$ cat config.mk
export PLATFORM = sky130hd
export DESIGN_NAME = fpga_regs_readback_flat
export DESIGN_NICKNAME = d
export VERILOG_FILES = /design/src/rtl/fpga_regs_readback_if.sv /design/src/rtl/fpga_regs_readback.sv /design/src/flat_wrapper.sv
export SDC_FILE = /design/constraint.sdc
export NUM_CORES = 1
export LEC_CHECK = 0
export CAP_MARGIN = 20
export CORE_UTILIZATION = 43
export DETAILED_ROUTE_END_ITERATION = 10
export GPL_ROUTABILITY_DRIVEN = 0
export GPL_TIMING_DRIVEN = 0
export PLACE_DENSITY_LB_ADDON = 0.05
export SLEW_MARGIN = 20
export SYNTH_ARGS = -nofsm -noshare
export SYNTH_HDL_FRONTEND = slang
export SYNTH_SLANG_ARGS = --single-unit
$ cat constraint.sdc
create_clock -name clk -period 1.7 [get_ports clk]
set_input_delay 0.17 -clock clk [delete_from_list [all_inputs] [get_ports clk]]
set_output_delay 0.17 -clock clk [all_outputs]
set_load 0.02 [all_outputs]
$ cat src/rtl/fpga_regs_readback_if.sv
// Bus bundle for fpga_regs_readback.
//   master_data    : request byte from the master (bit 7 marks a real request)
//   valid_bus      : per-channel one-cycle request strobe
//   reg_bus        : per-channel live register value, byte i on [8i+7:8i]
//   rdreq_bus      : per-channel one-cycle pop strobe
//   have_msg_bus   : per-channel "unread bytes present"
//   slave_data_bus : per-channel show-ahead head byte
//   len_bus        : per-channel bytes remaining (0..2), byte i on [8i+7:8i]
// The master modport is the requester/reader side; the slave modport is the block.
interface fpga_regs_readback_if #(
  parameter int unsigned NCH = 10
);
  logic [7:0]       master_data;
  logic [NCH-1:0]   valid_bus;
  logic [NCH*8-1:0] reg_bus;
  logic [NCH-1:0]   rdreq_bus;
  logic [NCH-1:0]   have_msg_bus;
  logic [NCH*8-1:0] slave_data_bus;
  logic [NCH*8-1:0] len_bus;

  modport master (
    output master_data, valid_bus, reg_bus, rdreq_bus,
    input  have_msg_bus, slave_data_bus, len_bus
  );

  modport slave (
    input  master_data, valid_bus, reg_bus, rdreq_bus,
    output have_msg_bus, slave_data_bus, len_bus
  );
endinterface

$ cat src/rtl/fpga_regs_readback.sv
// Per-channel register readback. A request on channel i snapshots that channel's
// register and queues a two-byte message {header, value}; the reader pops it one
// byte at a time. A request arriving while a message is still pending is dropped
// and flagged in the header of the next accepted message.
//
// Ports:
//   clk : single clock, rising edge
//   rst : synchronous active-high reset, clears all channel state
//   bus : fpga_regs_readback_if slave modport (requests, pops, head bytes, lengths)
//
// Parameters:
//   NCH   : number of channels
//   TMO_W : unread-message timeout counter width
//
// Optional feature: define READBACK_TIMEOUT_EN to add a per-channel timeout that
// discards a message left unread until its counter reaches all-ones.
module fpga_regs_readback #(
  parameter int unsigned NCH   = 10,
  parameter int unsigned TMO_W = 16
) (
  input logic                    clk,
  input logic                    rst,
  fpga_regs_readback_if.slave    bus
);

  logic [NCH-1:0]   have_msg;
  logic [NCH*8-1:0] slave_data;
  logic [NCH*8-1:0] len_flat;

  // Only bit 7 of master_data qualifies a request; the rest is don't-care.
  logic unused_data;
  assign unused_data = ^bus.master_data[6:0];

`ifndef READBACK_TIMEOUT_EN
  logic [TMO_W-1:0] unused_tmo;
  assign unused_tmo = '0;
`endif

  for (genvar i = 0; i < NCH; i++) begin : g_ch
    localparam logic [3:0] ChId = 4'(i);

    logic [1:0] len_q, len_d;
    logic [7:0] hdr_q, hdr_d;
    logic [7:0] val_q, val_d;
    logic       ovf_q, ovf_d;
    logic       req;
    logic       pop;
    logic [7:0] head;

    assign req = bus.valid_bus[i] & bus.master_data[7];
    assign pop = bus.rdreq_bus[i] & (len_q != 2'd0);

`ifdef READBACK_TIMEOUT_EN
    logic [TMO_W-1:0] tmo_q, tmo_d;
`endif

    always_comb begin
      len_d = len_q;
      hdr_d = hdr_q;
      val_d = val_q;
      ovf_d = ovf_q;
      if (len_q == 2'd0) begin
        if (req) begin
          val_d = bus.reg_bus[8*i +: 8];
          hdr_d = {1'b1, ovf_q, 2'b00, ChId};
          len_d = 2'd2;
          ovf_d = 1'b0;
        end
      end else begin
        // A busy channel drops the request but still honours a same-cycle pop.
        if (req) ovf_d = 1'b1;
        if (pop) len_d = len_q - 2'd1;
      end
`ifdef READBACK_TIMEOUT_EN
      tmo_d = tmo_q;
      if (len_q != 2'd0) begin
        if (&tmo_q) begin
          len_d = 2'd0;
          ovf_d = 1'b1;
          tmo_d = '0;
        end else if (pop) begin
          tmo_d = '0;
        end else begin
          tmo_d = tmo_q + TMO_W'(1);
        end
      end
`endif
    end

    always_ff @(posedge clk) begin
      if (rst) begin
        len_q <= 2'd0;
        hdr_q <= 8'h00;
        val_q <= 8'h00;
        ovf_q <= 1'b0;
`ifdef READBACK_TIMEOUT_EN
        tmo_q <= '0;
`endif
      end else begin
        len_q <= len_d;
        hdr_q <= hdr_d;
        val_q <= val_d;
        ovf_q <= ovf_d;
`ifdef READBACK_TIMEOUT_EN
        tmo_q <= tmo_d;
`endif
      end
    end

    // Show-ahead head byte selected by how many bytes remain.
    always_comb begin
      head = 8'h00;
      case (len_q)
        2'd2:    head = hdr_q;
        2'd1:    head = val_q;
        default: head = 8'h00;
      endcase
    end

    assign have_msg[i]          = (len_q != 2'd0);
    assign slave_data[8*i +: 8] = head;
    assign len_flat[8*i +: 8]   = {6'b000000, len_q};
  end

  assign bus.have_msg_bus   = have_msg;
  assign bus.slave_data_bus = slave_data;
  assign bus.len_bus        = len_flat;

endmodule

$ cat src/flat_wrapper.sv
// flat-port wrapper written by rule: the top's interface ports become plain ports
module fpga_regs_readback_flat 
#(
  parameter int unsigned NCH   = 10,
  parameter int unsigned TMO_W = 16
)
  (clk, rst, bus_master_data, bus_valid_bus, bus_reg_bus, bus_rdreq_bus, bus_have_msg_bus, bus_slave_data_bus, bus_len_bus);
  fpga_regs_readback_if #(.NCH(NCH)) bus_i ();
  input logic clk;
  input logic rst;
  input wire logic [$bits(bus_i.master_data)-1:0] bus_master_data;
  input wire logic [$bits(bus_i.valid_bus)-1:0] bus_valid_bus;
  input wire logic [$bits(bus_i.reg_bus)-1:0] bus_reg_bus;
  input wire logic [$bits(bus_i.rdreq_bus)-1:0] bus_rdreq_bus;
  output wire logic [$bits(bus_i.have_msg_bus)-1:0] bus_have_msg_bus;
  output wire logic [$bits(bus_i.slave_data_bus)-1:0] bus_slave_data_bus;
  output wire logic [$bits(bus_i.len_bus)-1:0] bus_len_bus;
  assign bus_i.master_data = bus_master_data;
  assign bus_i.valid_bus = bus_valid_bus;
  assign bus_i.reg_bus = bus_reg_bus;
  assign bus_i.rdreq_bus = bus_rdreq_bus;
  assign bus_have_msg_bus = bus_i.have_msg_bus;
  assign bus_slave_data_bus = bus_i.slave_data_bus;
  assign bus_len_bus = bus_i.len_bus;
  fpga_regs_readback #(.NCH(NCH), .TMO_W(TMO_W)) u_core (.clk(clk), .rst(rst), .bus(bus_i));
endmodule
==> results.md, run 1 <==
- CTS tree: built
- CTS sink count: 130
- I/O pin cnt: 280
- Final Cell Area: 9910 um2
- Startpoint types: flop
- Tcrit/Tclk final: 97.5%
- Fin. max-slew vios: 0
- Worst-path clk slew: 0.06 ns
- Worst Hold Slack: 0.0784 ns
- Slew of the pin with the lowest slew margin: 0.769 ns
- N_diodes: 0
- Hold Crit Class: in2reg
- Yosys warnings: 0
- Mapped Avg Cell Area: 8.04 um2
- Root Driver: clkbuf_16
- Status: finished with violations
- Full die area: 15800 um2
- WP data arrival: 1.49 ns
- CP Data Required Time: 1.53 ns
- CTS HTree Levels: 4
- Synth Cell Area: 6560 um2
- Crit end category: primary output
- Via/cell ratio: 4.63
- Synth cell types: 25
- Setup ws final: 0.0429 ns
- Drt total wl: 18.8 mm
- Commonest cells after routing, fill and taps aside: nand2_1 (210), clkdlybuf4s50_1 (121), dfxtp_1 (110)
- Largest net degree at the start of global routing: 17
- Initial core utilization: 44.6%
- Worst Setup Path Type: reg2out
- Post-synthesis instance total: 816
- Vias in the first global route: 5789
- Layout cells sized above 1: 27.9%
- Detailed Routing Iterations Pass 1: 11
- Overall Power: 10.6 mW
- Max Fclk: 0.603 GHz
- Max VDD drop: 715 uV
- Gr usage total: 24.0%
- Worst reg2reg startpoint: u_core.g_ch[7].len_q[0]
- Hold Buf Count CTS: 0
- Row cnt: 44
- Max_slew headroom: 48.7%
- Latest clock arrival within the worst-skew pair: 0.41 ns
- CTS Buf Count: 17
- Register area share after synthesis: 39.7%
- Post-DP HPWL: 13.0 mm
- Initial drt markers: 322
- Failing checks: DRC
- Final setup violation count: 0
- Final Skew: 0.00562 ns
- Hold Vio Cnt, Final: 0
- # nets final: 1247
- Leak: 4.12 nW
- Flops & latches, synth: 130
- Wirelength per Cell: 14.4 um
- DP Area: 9130 um2
- Fillers: 1311
- Core ar.: 14700 um2
- Min-delay src: rst
- PortBufs: 211
- PD cells: 1070 nW/um2
- Area growth, synth to finish: 51.0%
- Fin crit period: 1.66 ns
- Chip Width: 126 um
- Die Y: 126 um
- Residual DRC: 21
- First-pass GRT wire length: 29.4 mm
- Final ANT Viol Nets: 0
- Initial antenna violation count: 0
- Worst Setup SP: u_core.g_ch[3].len_q[0]
- RSZ-0062 raised after global routing: yes
- Via count: 6033
- Critical path peak fanout: 5
- CTS Buffer Depth: 2
- Most common cell after layout, fill and taps aside: nand2_1
- Global route total overflow: 0
- Max cap viols: 0
- Post-place setup slack: -0.171 ns
==> cell usage after synthesis <==
| cell type | n | area [um2] |
|---|---|---|
| a21boi_0 | 24 | 180 |
| a21oi_1 | 102 | 510 |
| a21oi_2 | 8 | 70.1 |
| a22oi_1 | 11 | 82.6 |
| and2_1 | 45 | 282 |
| and3_1 | 2 | 12.5 |
| and3_4 | 8 | 90.1 |
| buf_1 | 2 | 7.51 |
| buf_2 | 9 | 45.0 |
| buf_4 | 79 | 593 |
| buf_6 | 1 | 11.3 |
| clkbuf_1 | 9 | 33.8 |
| conb_1 | 1 | 3.75 |
| dfxtp_1 | 130 | 2600 |
| ha_1 | 31 | 388 |
| inv_1 | 30 | 113 |
| mux2_2 | 2 | 22.5 |
| mux2_4 | 8 | 120 |
| mux2i_1 | 10 | 100 |
| nand2_1 | 213 | 800 |
| nand2b_1 | 20 | 125 |
| nand3_2 | 10 | 100 |
| nor2_1 | 40 | 150 |
| nor2b_1 | 11 | 68.8 |
| nor3_1 | 10 | 50.1 |
==> path summary, 6_finish.rpt <==
kind / endpoint / slack, ns / depth (start not counted)
setup / recovery: bus_slave_data_bus[25] / 0.04 / 4
hold / removal: u_core.g_ch[0].len_q[0] / 0.08 / 3
setup reg to reg: u_core.g_ch[7].len_q[1] / 0.22 / 5
hold reg to reg: u_core.g_ch[6].val_q[4] / 0.45 / 2
==> flip-flops by register name (all words and copies together) (netlist names) <==
register and flops:
u_core.g_ch.ovf_q 10, u_core.g_ch.hdr_q 20, u_core.g_ch.val_q 80, u_core.g_ch.len_q 20
==> stage by stage <==
stage	cells	util, %	TNS [ns]
2_1_floorplan	875	-	0
3_3_place_gp	1270	62.1	-6.74
3_5_place_dp	1270	62.1	-8.15
4_1_cts	1301	66.7	0
5_1_grt	1302	67.4	-0.0511
6_report	1302	67.4	0
==> report_power, final <==
group	switching [mW]	total [mW]	internal (mW)
registers	0.255	3.65	3.40
clock network	1.30	3.43	2.12
logic	1.78	3.49	1.71
==> per-layer routing <==
layer / vias to the layer above / track usage, % / part of all wire (%)
li1: 3091 / - / -
met1: 2734 / 30.0 / 43
met2: 189 / 39.8 / 48
met3: 19 / 6.50 / 8.1
met4: 0 / 8.25 / 1.5
met5: - / 0 / 0
==> cells by family (layout without fill, tap and decap cells) <==
| kind of cell | count (synthesis) | count (layout) | synth area share (%) |
|---|---|---|---|
| fa+ha+maj | 31 | 31 | 5.91 |
| buf+inv | 130 | 373 | 12.2 |
| compound gates | 145 | 145 | 12.9 |
| flops | 130 | 130 | 39.7 |
| other cells | 1 | 60 | 0.0572 |
| simple gates | 359 | 359 | 25.6 |
| mux | 20 | 20 | 3.70 |
==> area by class of cell <==
cell class	count	area (um2)	area share [%]
Buffer	100	691	6.97
Clock buffer	19	433	4.37
Multi-Input combinational cell	615	3790	38.2
Inverter	30	118	1.19
Clock inverter	12	118	1.19
Sequential cell	130	2660	26.9
Tap cell	184	230	2.32
Timing Repair Buffer	212	1870	18.8
==> worst max-delay path: stages, from the launching register on <==
cell and delay [ns]:
dfxtp_4 0.38, inv_2 0.07, ha_4 0.28, a21boi_1 0.17, buf_4 0.16
==> what timing repair did <==
item / CTS / global route
setup buffers: 0 / 1
resized for setup: 358 / 121
pin swaps: 1 / 6
setup endpoints to repair: 90 / 72
(Power assumes the default switching activity.)
==> run 2: changes to the inputs <==
CTS_CLUSTER_DIAMETER = 40   (was unset)
==> results of run 2 <==
No change in the layout: final DEF, timing and power equal those of run 1.
